<file path="src/rtl/mc_ctrl_pkg.sv">
// Shared encodings for the multi-cycle MIPS control sequencer: states, PC sources,
// trap causes, instruction classes and the opcode/funct values that decode them.
package mc_ctrl_pkg;

    typedef enum logic [2:0] {
        S_FETCH  = 3'd0,
        S_DECODE = 3'd1,
        S_EXEC   = 3'd2,
        S_MEM    = 3'd3,
        S_WB     = 3'd4,
        S_TRAP   = 3'd5
    } state_e;

    typedef enum logic [2:0] {
        PC_SEQ     = 3'd0,
        PC_BRANCH  = 3'd1,
        PC_JUMP    = 3'd2,
        PC_JREG    = 3'd3,
        PC_IRQ_VEC = 3'd4,
        PC_EXC_VEC = 3'd5
    } pcsrc_e;

    typedef enum logic [1:0] {
        CAUSE_NONE    = 2'd0,
        CAUSE_IRQ     = 2'd1,
        CAUSE_ILLEGAL = 2'd2,
        CAUSE_BUS     = 2'd3
    } trap_cause_e;

    typedef enum logic [3:0] {
        CLS_ALU     = 4'd0,
        CLS_LOAD    = 4'd1,
        CLS_STORE   = 4'd2,
        CLS_BRANCH  = 4'd3,
        CLS_J       = 4'd4,
        CLS_JAL     = 4'd5,
        CLS_JR      = 4'd6,
        CLS_JALR    = 4'd7,
        CLS_ILLEGAL = 4'd8
    } op_class_e;

    localparam logic [5:0] OP_RTYPE  = 6'h00;
    localparam logic [5:0] OP_REGIMM = 6'h01;
    localparam logic [5:0] OP_J      = 6'h02;
    localparam logic [5:0] OP_JAL    = 6'h03;
    localparam logic [5:0] OP_BEQ    = 6'h04;
    localparam logic [5:0] OP_BNE    = 6'h05;
    localparam logic [5:0] OP_BLEZ   = 6'h06;
    localparam logic [5:0] OP_BGTZ   = 6'h07;
    localparam logic [5:0] OP_IMM_LO = 6'h08;
    localparam logic [5:0] OP_IMM_HI = 6'h0c;
    localparam logic [5:0] OP_LUI    = 6'h0f;
    localparam logic [5:0] OP_LW     = 6'h23;
    localparam logic [5:0] OP_SW     = 6'h2b;

    localparam logic [5:0] F_SLL  = 6'h00;
    localparam logic [5:0] F_SRL  = 6'h02;
    localparam logic [5:0] F_SRA  = 6'h03;
    localparam logic [5:0] F_JR   = 6'h08;
    localparam logic [5:0] F_JALR = 6'h09;
    localparam logic [5:0] F_ADD  = 6'h20;
    localparam logic [5:0] F_NOR  = 6'h27;
    localparam logic [5:0] F_SLT  = 6'h2a;

endpackage

</file>
<file path="src/rtl/mc_control_fsm_if.sv">
// Control bundle between the sequencer (master) and the datapath (slave).
interface mc_control_fsm_if #(
    parameter int unsigned CNT_W = 32
);
    logic [5:0]       OpCode;
    logic [5:0]       Funct;
    logic             IRQ;
    logic             ker;
    logic             mem_ready;
    logic             branch_taken;
    logic [2:0]       state;
    logic             IRWrite;
    logic             PCWrite;
    logic [2:0]       PCSrc;
    logic             RegWrite;
    logic             MemRead;
    logic             MemWrite;
    logic [1:0]       trap_cause;
    logic             instr_done;
    logic [CNT_W-1:0] instr_count;

    modport master (
        input  OpCode, Funct, IRQ, ker, mem_ready, branch_taken,
        output state, IRWrite, PCWrite, PCSrc, RegWrite, MemRead, MemWrite,
        output trap_cause, instr_done, instr_count
    );

    modport slave (
        output OpCode, Funct, IRQ, ker, mem_ready, branch_taken,
        input  state, IRWrite, PCWrite, PCSrc, RegWrite, MemRead, MemWrite,
        input  trap_cause, instr_done, instr_count
    );
endinterface

</file>
<file path="src/rtl/mc_opclass.sv">
// Combinational classification of OpCode/Funct into the sequencing class.
module mc_opclass
    import mc_ctrl_pkg::*;
(
    input  logic [5:0] op_i,
    input  logic [5:0] funct_i,
    output op_class_e  cls_o
);

    always_comb begin
        cls_o = CLS_ILLEGAL;
        case (op_i)
            OP_RTYPE: begin
                if (funct_i == F_JR) begin
                    cls_o = CLS_JR;
                end else if (funct_i == F_JALR) begin
                    cls_o = CLS_JALR;
                end else if (funct_i inside {F_SLL, F_SRL, F_SRA, [F_ADD:F_NOR], F_SLT}) begin
                    cls_o = CLS_ALU;
                end
            end
            OP_REGIMM, OP_BEQ, OP_BNE, OP_BLEZ, OP_BGTZ: cls_o = CLS_BRANCH;
            OP_J:   cls_o = CLS_J;
            OP_JAL: cls_o = CLS_JAL;
            OP_LW:  cls_o = CLS_LOAD;
            OP_SW:  cls_o = CLS_STORE;
            default: begin
                if (op_i inside {[OP_IMM_LO:OP_IMM_HI], OP_LUI}) begin
                    cls_o = CLS_ALU;
                end
            end
        endcase
    end

endmodule

</file>
<file path="src/rtl/mc_control_fsm.sv">
// Multi-cycle MIPS sequencer: decides when fetch, memory, write-back, PC update and
// trap entry happen. Strobes are Mealy on mem_ready/branch_taken and masked by reset.
module mc_control_fsm
    import mc_ctrl_pkg::*;
#(
    parameter int unsigned MEM_TIMEOUT = 16,
    parameter int unsigned CNT_W       = 32
) (
    input  logic             clk,
    input  logic             reset,
    mc_control_fsm_if.master bus
);

    localparam int unsigned     WAIT_W    = (MEM_TIMEOUT > 1) ? $clog2(MEM_TIMEOUT) : 1;
    localparam logic [WAIT_W-1:0] WAIT_LAST = WAIT_W'(MEM_TIMEOUT - 1);

    state_e            state_q, state_d;
    trap_cause_e       trap_cause_q, trap_cause_d;
    op_class_e         cls_q, cls_d, cls_dec;
    logic [WAIT_W-1:0] wait_cnt_q, wait_cnt_d;
    logic [CNT_W-1:0]  instr_count_q;

    logic   ir_write_c, pc_write_c, reg_write_c, mem_read_c, mem_write_c, instr_done_c;
    pcsrc_e pc_src_c;
    logic   mem_wait_c, timeout_c;

    mc_opclass u_opclass (
        .op_i    (bus.OpCode),
        .funct_i (bus.Funct),
        .cls_o   (cls_dec)
    );

    assign mem_wait_c = (mem_read_c | mem_write_c) & ~bus.mem_ready;
    assign timeout_c  = (wait_cnt_q == WAIT_LAST);

    // Next state, trap cause and Mealy strobes
    always_comb begin
        state_d      = state_q;
        trap_cause_d = trap_cause_q;
        cls_d        = cls_q;
        ir_write_c   = 1'b0;
        pc_write_c   = 1'b0;
        reg_write_c  = 1'b0;
        mem_read_c   = 1'b0;
        mem_write_c  = 1'b0;
        instr_done_c = 1'b0;
        pc_src_c     = PC_SEQ;

        case (state_q)
            S_FETCH: begin
                mem_read_c = 1'b1;
                if (bus.mem_ready) begin
                    ir_write_c = 1'b1;
                    pc_write_c = 1'b1;
                    state_d    = S_DECODE;
                end else if (timeout_c) begin
                    state_d      = S_TRAP;
                    trap_cause_d = CAUSE_BUS;
                end
            end
            S_DECODE: begin
                cls_d = cls_dec;
                if (bus.IRQ && !bus.ker) begin
                    state_d      = S_TRAP;
                    trap_cause_d = CAUSE_IRQ;
                end else if (cls_dec == CLS_ILLEGAL) begin
                    state_d      = S_TRAP;
                    trap_cause_d = CAUSE_ILLEGAL;
                end else begin
                    state_d = S_EXEC;
                end
            end
            S_EXEC: begin
                state_d = S_FETCH;
                case (cls_q)
                    CLS_ALU:              state_d = S_WB;
                    CLS_LOAD, CLS_STORE:  state_d = S_MEM;
                    CLS_BRANCH: begin
                        pc_write_c   = bus.branch_taken;
                        pc_src_c     = PC_BRANCH;
                        instr_done_c = 1'b1;
                    end
                    CLS_J, CLS_JAL: begin
                        pc_write_c   = 1'b1;
                        pc_src_c     = PC_JUMP;
                        reg_write_c  = (cls_q == CLS_JAL);
                        instr_done_c = 1'b1;
                    end
                    CLS_JR, CLS_JALR: begin
                        pc_write_c   = 1'b1;
                        pc_src_c     = PC_JREG;
                        reg_write_c  = (cls_q == CLS_JALR);
                        instr_done_c = 1'b1;
                    end
                    default: state_d = S_FETCH;
                endcase
            end
            S_MEM: begin
                mem_read_c  = (cls_q == CLS_LOAD);
                mem_write_c = (cls_q == CLS_STORE);
                if (bus.mem_ready) begin
                    state_d      = (cls_q == CLS_LOAD) ? S_WB : S_FETCH;
                    instr_done_c = (cls_q == CLS_STORE);
                end else if (timeout_c) begin
                    state_d      = S_TRAP;
                    trap_cause_d = CAUSE_BUS;
                end
            end
            S_WB: begin
                reg_write_c  = 1'b1;
                instr_done_c = 1'b1;
                state_d      = S_FETCH;
            end
            S_TRAP: begin
                reg_write_c  = 1'b1;
                pc_write_c   = 1'b1;
                pc_src_c     = (trap_cause_q == CAUSE_IRQ) ? PC_IRQ_VEC : PC_EXC_VEC;
                state_d      = S_FETCH;
                trap_cause_d = CAUSE_NONE;
            end
            default: state_d = S_FETCH;
        endcase

        if (state_d != state_q) begin
            wait_cnt_d = '0;
        end else if (mem_wait_c) begin
            wait_cnt_d = wait_cnt_q + WAIT_W'(1);
        end else begin
            wait_cnt_d = wait_cnt_q;
        end

        // Reset abandons any in-flight access without a strobe
        if (reset) begin
            ir_write_c   = 1'b0;
            pc_write_c   = 1'b0;
            reg_write_c  = 1'b0;
            mem_read_c   = 1'b0;
            mem_write_c  = 1'b0;
            instr_done_c = 1'b0;
            pc_src_c     = PC_SEQ;
        end
    end

    always_ff @(posedge clk) begin
        if (reset) begin
            state_q       <= S_FETCH;
            trap_cause_q  <= CAUSE_NONE;
            cls_q         <= CLS_ALU;
            wait_cnt_q    <= '0;
            instr_count_q <= '0;
        end else begin
            state_q       <= state_d;
            trap_cause_q  <= trap_cause_d;
            cls_q         <= cls_d;
            wait_cnt_q    <= wait_cnt_d;
            instr_count_q <= instr_count_q + CNT_W'(instr_done_c);
        end
    end

    assign bus.state       = state_q;
    assign bus.trap_cause  = trap_cause_q;
    assign bus.instr_count = instr_count_q;
    assign bus.IRWrite     = ir_write_c;
    assign bus.PCWrite     = pc_write_c;
    assign bus.PCSrc       = pc_src_c;
    assign bus.RegWrite    = reg_write_c;
    assign bus.MemRead     = mem_read_c;
    assign bus.MemWrite    = mem_write_c;
    assign bus.instr_done  = instr_done_c;

endmodule

</file>
<file path="src/flat_wrapper.sv">
// flat-port wrapper written by rule: the top's interface ports become plain ports
module mc_control_fsm_flat import mc_ctrl_pkg::*;
#(
    parameter int unsigned MEM_TIMEOUT = 16,
    parameter int unsigned CNT_W       = 32
)
  (clk, reset, bus_OpCode, bus_Funct, bus_IRQ, bus_ker, bus_mem_ready, bus_branch_taken, bus_state, bus_IRWrite, bus_PCWrite, bus_PCSrc, bus_RegWrite, bus_MemRead, bus_MemWrite, bus_trap_cause, bus_instr_done, bus_instr_count);
  mc_control_fsm_if #(.CNT_W(CNT_W)) bus_i ();
  input  logic clk;
  input  logic reset;
  input wire logic [$bits(bus_i.OpCode)-1:0] bus_OpCode;
  input wire logic [$bits(bus_i.Funct)-1:0] bus_Funct;
  input wire logic [$bits(bus_i.IRQ)-1:0] bus_IRQ;
  input wire logic [$bits(bus_i.ker)-1:0] bus_ker;
  input wire logic [$bits(bus_i.mem_ready)-1:0] bus_mem_ready;
  input wire logic [$bits(bus_i.branch_taken)-1:0] bus_branch_taken;
  output wire logic [$bits(bus_i.state)-1:0] bus_state;
  output wire logic [$bits(bus_i.IRWrite)-1:0] bus_IRWrite;
  output wire logic [$bits(bus_i.PCWrite)-1:0] bus_PCWrite;
  output wire logic [$bits(bus_i.PCSrc)-1:0] bus_PCSrc;
  output wire logic [$bits(bus_i.RegWrite)-1:0] bus_RegWrite;
  output wire logic [$bits(bus_i.MemRead)-1:0] bus_MemRead;
  output wire logic [$bits(bus_i.MemWrite)-1:0] bus_MemWrite;
  output wire logic [$bits(bus_i.trap_cause)-1:0] bus_trap_cause;
  output wire logic [$bits(bus_i.instr_done)-1:0] bus_instr_done;
  output wire logic [$bits(bus_i.instr_count)-1:0] bus_instr_count;
  assign bus_i.OpCode = bus_OpCode;
  assign bus_i.Funct = bus_Funct;
  assign bus_i.IRQ = bus_IRQ;
  assign bus_i.ker = bus_ker;
  assign bus_i.mem_ready = bus_mem_ready;
  assign bus_i.branch_taken = bus_branch_taken;
  assign bus_state = bus_i.state;
  assign bus_IRWrite = bus_i.IRWrite;
  assign bus_PCWrite = bus_i.PCWrite;
  assign bus_PCSrc = bus_i.PCSrc;
  assign bus_RegWrite = bus_i.RegWrite;
  assign bus_MemRead = bus_i.MemRead;
  assign bus_MemWrite = bus_i.MemWrite;
  assign bus_trap_cause = bus_i.trap_cause;
  assign bus_instr_done = bus_i.instr_done;
  assign bus_instr_count = bus_i.instr_count;
  mc_control_fsm #(.MEM_TIMEOUT(MEM_TIMEOUT), .CNT_W(CNT_W)) u_core (.clk(clk), .reset(reset), .bus(bus_i));
endmodule
</file>
<file path="config.mk">
export PLATFORM = sky130hd
export DESIGN_NAME = mc_control_fsm_flat
export DESIGN_NICKNAME = d
export VERILOG_FILES = /design/src/rtl/mc_ctrl_pkg.sv /design/src/rtl/mc_control_fsm_if.sv /design/src/rtl/mc_opclass.sv /design/src/rtl/mc_control_fsm.sv /design/src/flat_wrapper.sv
export SDC_FILE = /design/constraint.sdc
export NUM_CORES = 1
export LEC_CHECK = 0
export CAP_MARGIN = 20
export CORE_ASPECT_RATIO = 0.7
export CORE_MARGIN = 2
export CORE_UTILIZATION = 50
export CTS_CLUSTER_DIAMETER = 200
export DETAILED_ROUTE_END_ITERATION = 6
export PLACE_DENSITY_LB_ADDON = 0.08
export SLEW_MARGIN = 20
export SYNTH_ARGS = -nofsm -noshare
export SYNTH_HDL_FRONTEND = slang
export SYNTH_HIERARCHICAL = 1
export SYNTH_SLANG_ARGS = --single-unit
</file>
<file path="constraint.sdc">
create_clock -name clk -period 3.6 [get_ports clk]
set_input_delay 0.72 -clock clk [delete_from_list [all_inputs] [get_ports clk]]
set_output_delay 0.72 -clock clk [all_outputs]
set_load 0.02 [all_outputs]
</file>
Word-level counts from Yosys, hierarchy flattened --
Index checks and enable logic that the tools add are counted.
Storage, ports and cells: register bits after elaboration 45, input port bits 18, output and inout bits 46, logic and storage cells 108
Cells by class: $add $sub $neg 2, order comparisons 4, eq/ne operators 34, multiplexer cells 39, bitwise operators 3, reductions and logical operators 21
Operators with widths (number):
- $add A32 B1 Y32 | 1
- $eq A6 B2 Y1 const B | 4
- $eq A6 B3 Y1 const B | 4
- $pmux W4 S6 | 1
- $mux W3 | 7
- $eq A6 B4 Y1 const B | 3
- $eq A6 B6 Y1 const B | 3
- $eq A4 B3 Y1 const B | 4
- $mux W4 | 4
- $logic_not A6 Y1 | 2
- $mux W1 | 12
- $pmux W2 S3 | 2
- $pmux W3 S2 | 2
- $pmux W3 S4 | 1
- $reduce_or A2 Y1 | 6
- $reduce_or A5 Y1 | 2
- $eq A4 B2 Y1 const B | 2
- $eq A4 B4 Y1 const B | 2
- $mux W2 | 4
- $pmux W1 S2 | 4
- $eq A3 B2 Y1 const B | 2
- $eq A3 B3 Y1 const B | 2
- $eq A6 B1 Y1 const B | 1
- $ge A6 B4 Y1 const B | 1
- other kinds (24) | 27

Longest topological paths before layout --
Gate-level depths: netlist of run 1.
word-level depth 13, depth in mapped cells 13, mapped depth without buffers 10

Modules after synthesis --
The synthesis of run 1 kept the hierarchy.
Modules (own cells, without submodules):
- mc_control_fsm | times used 1, cells an instance 296, area each 2469.9 um^2, sequential area each 900.9 um^2
- mc_opclass | times used 1, cells an instance 30, area each 186.4 um^2, sequential area each 0.0 um^2

Least setup slack after synthesis of run 1 --
Ideal clock, no wire load.
path kind input to register, start input reset, end register u_core.instr_count_q[22], in the netlist u_core/bus.instr_count[22], setup time 0.121 ns, arrival 3.153 ns, data required time 3.479 ns, path slack 0.326 ns, cell stages on the path 10, buffers on the path 1, cells stage by stage nor2_1 and4b_1 a22o_1 ha_1 ha_1 nand2_1 or3_4 buf_2 nor3_1 mux2_2
On the way: cells in the longest elaborated chain, start to end 2
RTL lines:
- start: declaration | line flat_wrapper.sv:10 | input logic reset;
- $mux W1 | line mc_control_fsm.sv:133 | if (reset) begin
- net bus_instr_done | line flat_wrapper.sv:25 | output wire logic [$bits(bus_i.instr_done)-1:0] bus_instr_done;
- $add A32 B1 Y32 | line mc_control_fsm.sv:156 | instr_count_q <= instr_count_q + CNT_W'(instr_done_c);
- end signal: assignment | line mc_control_fsm.sv:156
- end: declaration | line mc_control_fsm.sv:21 | logic [CNT_W-1:0] instr_count_q;
The timed path passes the listed nets, and every way through them passes these cells. A chain may end at the register's enable or synchronous reset.

Worst setup path in the final report of run 1 --
start input reset, end register u_core.instr_count_q[18], in the netlist u_core/bus.instr_count[18]
On the way: cells in the longest elaborated chain, start to end 2
RTL lines (line):
- $mux W1 | mc_control_fsm.sv:133
- $add A32 B1 Y32 | mc_control_fsm.sv:156
Several ways; a longest one is shown, not always the timed one.

==> results of run 1 <==
state kept, by name, indices dropped and copies added, names as in the netlist:
name and flops:
u_core/bus.instr_count 32, u_core/cls_q 4, u_core/wait_cnt_q 4, u_core/bus.state 3
u_core/bus.trap_cause 2
placed cells by master (no fill, tap or decap), drive strengths merged, types with 2 or more instances in the layout:
cell           synthesis  final
inv                   11     11
nor3b                  2      2
a22o                   2      2
a21oi                 28     28
o31ai                 11     11
or4b                   3      3
a21boi                 2      2
mux2i                  2      2
clkdlybuf4s50          0     63
nor4                   5      5
dfxtp                 45     45
a311oi                 2      2
nor3                  10     10
mux2                   2      2
or2                    2      2
or3                    8      8
or4                   11     11
nand4b                 3      3
and2                   2      2
ha                     3      3
nand2                 20     20
xnor2                 10     10
a211oi                 5      5
a221o                  2      2
bufinv                 0      2
xor2                   5      5
o21bai                 2      2
o21ai                 18     18
and4                   5      5
nand2b                 6      6
and3                   5      5
nand3                 15     15
nor2b                  8      8
buf                    9      9
nand4                  7      7
nor2                  28     28
a31oi                  2      2
clkbuf                11      5
routing by layer:
metal  part of all wire  wire length, µm
met2               0.40             2740
met1               0.53             3670
met3              0.063              437
met4              0.012               86
met5                  0                0
where the power goes:
part | internal [mW] | leakage (nW) | switching, mW
logic | 0.0920 | 0.760 | 0.115
registers | 0.509 | 0.363 | 0.0157
clock network | 0.276 | 0.0681 | 0.175
through the flow:
| step | setup WS, ps | power [mW] | cell area (µm²) | cells | util |
|---|---|---|---|---|---|
| finish | 313 | 1.18 | 3480 | 458 | 0.672 |
| global route | 201 | 1.23 | 3480 | 458 | 0.672 |
| detailed placement | 113 | 0.739 | 3350 | 450 | 0.647 |
| CTS | 360 | 1.19 | 3480 | 458 | 0.672 |
| floorplan | 326 | 0.657 | 2660 | 326 | - |
| global placement | 190 | 0.737 | 3350 | 450 | 0.647 |
worst max path at each step:
stage | startpoint | cells past startpoint | to | slack (ps)
5_1_grt | reset | 10 | u_core/bus.instr_count[30] | 200
2_1_floorplan | reset | 10 | u_core/bus.instr_count[22] | 330
3_3_place_gp | reset | 10 | u_core/bus.instr_count[28] | 190
4_1_cts | reset | 5 | bus_MemRead | 360
3_5_place_dp | reset | 10 | u_core/bus.instr_count[18] | 110
6_report | reset | 10 | u_core/bus.instr_count[18] | 310
worst reg2reg max path, cell delays in order, from the launching register on:
cell	delay, ps
dfxtp_1	700
nand2b_1	220
o21ai_0	130
a22o_1	210
ha_1	270
ha_1	210
nand2_1	90
or3_4	470
or4b_1	540
a21oi_1	150
kinds of logic (layout without fill, tap and decap cells):
logic type      count (synthesis)  after routing  share of synthesized area
mux                             4              4                     0.0160
xor+xnor                       15             15                     0.0495
simple gates                  145            145                      0.325
buf+inv                        31             91                     0.0528
compound gates                 83             83                      0.203
fa+ha+maj                       3              3                     0.0141
flops                          45             45                      0.339
area by class of cell:
| cell class | count | share of cell area |
|---|---|---|
| Multi-Input combinational cell | 250 | 0.464 |
| Sequential cell | 45 | 0.259 |
| Timing Repair Buffer | 72 | 0.201 |
| Tap cell | 72 | 0.0259 |
| Clock buffer | 5 | 0.0198 |
| Clock inverter | 3 | 0.0187 |
| Inverter | 11 | 0.0119 |
==> reports/qor.csv, run 1 <==
metric,value,unit
initial core utilization,0.513,
storage element area,901,µm²
WL/cell,15.1,µm
largest net degree at the start of global routing,35,
max frequency,304,MHz
"Net Count, Synth",347,
total gr overflow,0,
unrepaired setup endpoints after global routing,no,
row cnt,22,
IO buf count,63,
residual DRC count,0,
Max Fanout on Critical Path,15,
# clock sinks,45,
max incr delay on CP,540,ps
Slew HR,0.610,
Worst EP arrival,3520,ps
Fin. Hold Viols,0,
hold slack,504,ps
share of the clock period used by the worst path,0.913,
met3 usage,0.0593,
Final Max Slew Viols,0,
critical-path cell list,"clkdlybuf4s50_1, nor2_1, and4b_1, a22o_1, ha_1, ha_1, nand2_1, or3_4, or4b_1, a21oi_1",
DP HPWL,4.91,mm
CORE AREA,5170,µm²
Root Driver,clkbuf_8,
GR Layer Usage met1,0.362,
initial antenna violation count,0,
post_cts resized,0,
P_leak,1.19,nW
Post-synth top cells,"dfxtp_1, a21oi_1, nor2_1, nand2_1, o21ai_0",
Slowest cell on crit path,or4b_1,
area of the multi-input gates,1620,µm²
Startpoint Class,primary input,
layout cell share with drive strength beyond 1,0.0829,
Nets,406,
number of max-cap violations,0,
"EDFF count, synth",0,
Hold Crit Depth,2,
Hold WC Path Type,reg -> reg,
worst hold endpoint,u_core/bus.instr_count[26],
worst r2r src,u_core/bus.state[2],
clk_skew,7.20,ps
slew of the pin with the lowest slew margin,585,ps
GRT Total Usage,0.237,
Top Ports,64,
CTS tree,built,
largest area contributor in the netlist,dfxtp_1,
# Post-CTS Setup Buffers,0,
Routed Wire Length,6.94,mm
CTS Buf Count,5,
CP bufs+invs,1,
Critical Path RT,3830,ps
Top Family by Delay on Critical Path,simple AND/OR/NAND/NOR gates,
area grow syn2layout,31.0,%
Pwr per Cell Area,340,nW/µm²
grt peak-use layer,met1,
1st-iter DRT viols,191,
first-pass GRT wire length,11.4,mm
Setup crit end kind,register,
Yosys top cell area share,0.339,
DR vias/cell,5.80,
post-synth cell types,62,
Reg2Reg Depth,9,
setup TNS,0,ps
CTS Hold Buffers Added,0,
most frequent cell after synthesis,dfxtp_1,
type of the worst setup path,in -> reg,
ys async rst share,0,
"Avg Cell Area, Syn",8.15,µm²
Final ANT Viol Nets,0,
Die Width,91.1,µm
most area-consuming cells after synthesis,"dfxtp_1, a21oi_1, nor2_1",
status,completed,
clk_lat worst skew,300,ps
H-tree lvl count,2,
DR pass1 iterations,5,
warnings from Yosys,6,
HP Start,u_core/bus.instr_count[26],
"Primary FF master, synth",dfxtp_1,
Mapped Cells,326,
die area,5920,µm²
register area share after synthesis,0.339,
ant diodes,0,
Die Ht,65.0,µm
crit path time final,3290,ps
gpl congestion,0.871,
met2 Use GR,0.321,
reg-to-reg endpoint,u_core/bus.instr_count[18],
#FFs+latches synth,45,
Reg2Reg Setup Slack,550,ps
worst vdd ir,162,µV
via count,2656,
Most common cell on crit path,ha_1,
register clock-pin slew on the reported worst setup and hold paths,80,ps
vias in the first global route,2386,
Longest Clk Path Bufs,2,
Fillers,448,
synthesized area,2660,µm²
endpoints failing setup,0,
No activity file was read; power rests on OpenSTA's default activity.
==> inputs of run 2 (changes only) <==
--- a/config.mk
+++ b/config.mk
@@ -11,6 +11,7 @@
 export CORE_UTILIZATION = 50
 export CTS_CLUSTER_DIAMETER = 200
 export DETAILED_ROUTE_END_ITERATION = 6
+export MAX_ROUTING_LAYER = met4
 export PLACE_DENSITY_LB_ADDON = 0.08
 export SLEW_MARGIN = 20
 export SYNTH_ARGS = -nofsm -noshare
==> reports/qor.csv, run 2 (synthesized netlist as in run 1, its figures left out) <==
metric,value,unit
IO buf count,63,
Critical Path RT,3830,ps
Pwr per Cell Area,340,nW/µm²
initial core utilization,0.513,
register clock-pin slew on the reported worst setup and hold paths,80,ps
largest net degree at the start of global routing,35,
"most common cell after layout, fill and taps aside",clkdlybuf4s50_1,
DP HPWL,4.91,mm
residual DRC count,0,
endpoints failing setup,0,
flip-flop count of the largest register after layout,32,
number of max-cap violations,0,
# clock sinks,45,
clk_lat worst skew,300,ps
DR pass1 iterations,4,
row cnt,22,
# Post-CTS Setup Buffers,0,
Fin. Hold Viols,0,
post_cts resized,0,
Max Fanout on Critical Path,15,
area grow syn2layout,31.0,%
most frequent cells in the layout,"clkdlybuf4s50_1, dfxtp_1, a21oi_1",
layout cell share with drive strength beyond 1,0.0829,
Die Width,91.1,µm
via count,2665,
Fillers,448,
gpl congestion,0.885,
HP Start,u_core/bus.instr_count[26],
CTS tree,built,
Root Driver,clkbuf_8,
initial antenna violation count,0,
final worst slack,310,ps
reg-to-reg endpoint,u_core/bus.instr_count[18],
crit path time final,3290,ps
setup TNS,0,ps
Reg2Reg Depth,9,
CTS Buf Count,5,
H-tree lvl count,2,
unrepaired setup endpoints after global routing,no,
worst hold endpoint,u_core/bus.instr_count[26],
share of the clock period used by the worst path,0.914,
CORE AREA,5170,µm²
worst vdd ir,162,µV
worst r2r src,u_core/bus.state[2],
P_leak,1.19,nW
Startpoint Class,primary input,
status,completed,
Reg2Reg Setup Slack,550,ps
Routed Wire Length,6.94,mm
Final ANT Viol Nets,0,
first-pass GRT wire length,11.4,mm
1st-iter DRT viols,203,
Hold WC Path Type,reg -> reg,
slew of the pin with the lowest slew margin,592,ps
vias in the first global route,2387,
CTS Hold Buffers Added,0,
Die Ht,65.0,µm
die area,5920,µm²
Post-Place Worst Slack,113,ps
Worst EP arrival,3520,ps
Nets,406,
WL/cell,15.2,µm
Setup crit end kind,register,
DR vias/cell,5.82,
total gr overflow,0,
Hold Crit Depth,2,
GRT Total Usage,0.244,
type of the worst setup path,in -> reg,
Longest Clk Path Bufs,2,
max frequency,304,MHz
Final Max Slew Viols,0,
clk_skew,6.98,ps
Slew HR,0.605,
ant diodes,0,
Top Ports,64,
## run 2: cell counts in the layout (fill, tap and decap cells not counted)
No cell type changed its count.
## run 2: metal layers
metal | up-vias | routed length, µm | global-route usage
met4 | 0 | 98 | 0.0739
met3 | 11 | 468 | 0.0581
met1 | 1229 | 3640 | 0.362
met2 | 101 | 2730 | 0.322
li1 | 1324 | - | -
met5 | - | 0 | -
## run 2: layout make-up
type	count	area, µm²	area share
Clock buffer	5	68.8	0.0198
Clock inverter	3	65.1	0.0187
Inverter	11	41.3	0.0119
Multi-Input combinational cell	250	1620	0.464
Sequential cell	45	901	0.259
Tap cell	72	90.1	0.0259
Timing Repair Buffer	72	698	0.201
## run 2: worst max-delay path by stage
| stage | startpoint | endpoint | slack [ps] | cells past startpoint |
|---|---|---|---|---|
| finish | reset | u_core/bus.instr_count[18] | 310 | 10 |
| global placement | reset | u_core/bus.instr_count[28] | 190 | 10 |
| detailed placement | reset | u_core/bus.instr_count[18] | 110 | 10 |
| global route | reset | u_core/bus.instr_count[30] | 200 | 10 |
| CTS | reset | bus_MemRead | 360 | 5 |
| floorplan | reset | u_core/bus.instr_count[22] | 330 | 10 |
## run 2: stage by stage
step                      hold slack [ps]  utilization  total power, mW  cell area, µm²  instances
final                                 504        0.672             1.18            3480        458
after CTS                             505        0.672             1.19            3480        458
after global placement                478        0.647            0.737            3350        450
after detailed placement              491        0.647            0.739            3350        450
after global routing                  528        0.672             1.23            3480        458
after floorplan                       471            -            0.657            2660        326
## run 2: report_power, final
part / total (mW) / switching [mW] / internal (mW)
Combinational: 0.207 / 0.115 / 0.0921
Clock: 0.450 / 0.174 / 0.276
Sequential: 0.524 / 0.0157 / 0.509
Total: 1.18 / 0.305 / 0.876
## run 2: critical path: stages
cell	delay, ps
clkdlybuf4s50_1	430
nor2_1	210
and4b_1	260
a22o_1	180
ha_1	270
ha_1	210
nand2_1	90
or3_4	470
or4b_1	540
a21oi_1	150
==> inputs of run 3 (changes only) <==
--- a/config.mk
+++ b/config.mk
@@ -13,6 +13,7 @@
 export DETAILED_ROUTE_END_ITERATION = 6
 export MAX_ROUTING_LAYER = met4
 export PLACE_DENSITY_LB_ADDON = 0.08
+export SETUP_SLACK_MARGIN = 0.2
 export SLEW_MARGIN = 20
 export SYNTH_ARGS = -nofsm -noshare
 export SYNTH_HDL_FRONTEND = slang
==> results of run 3 <==
Same layout as run 2: the final DEF is identical, and so are final timing and power.
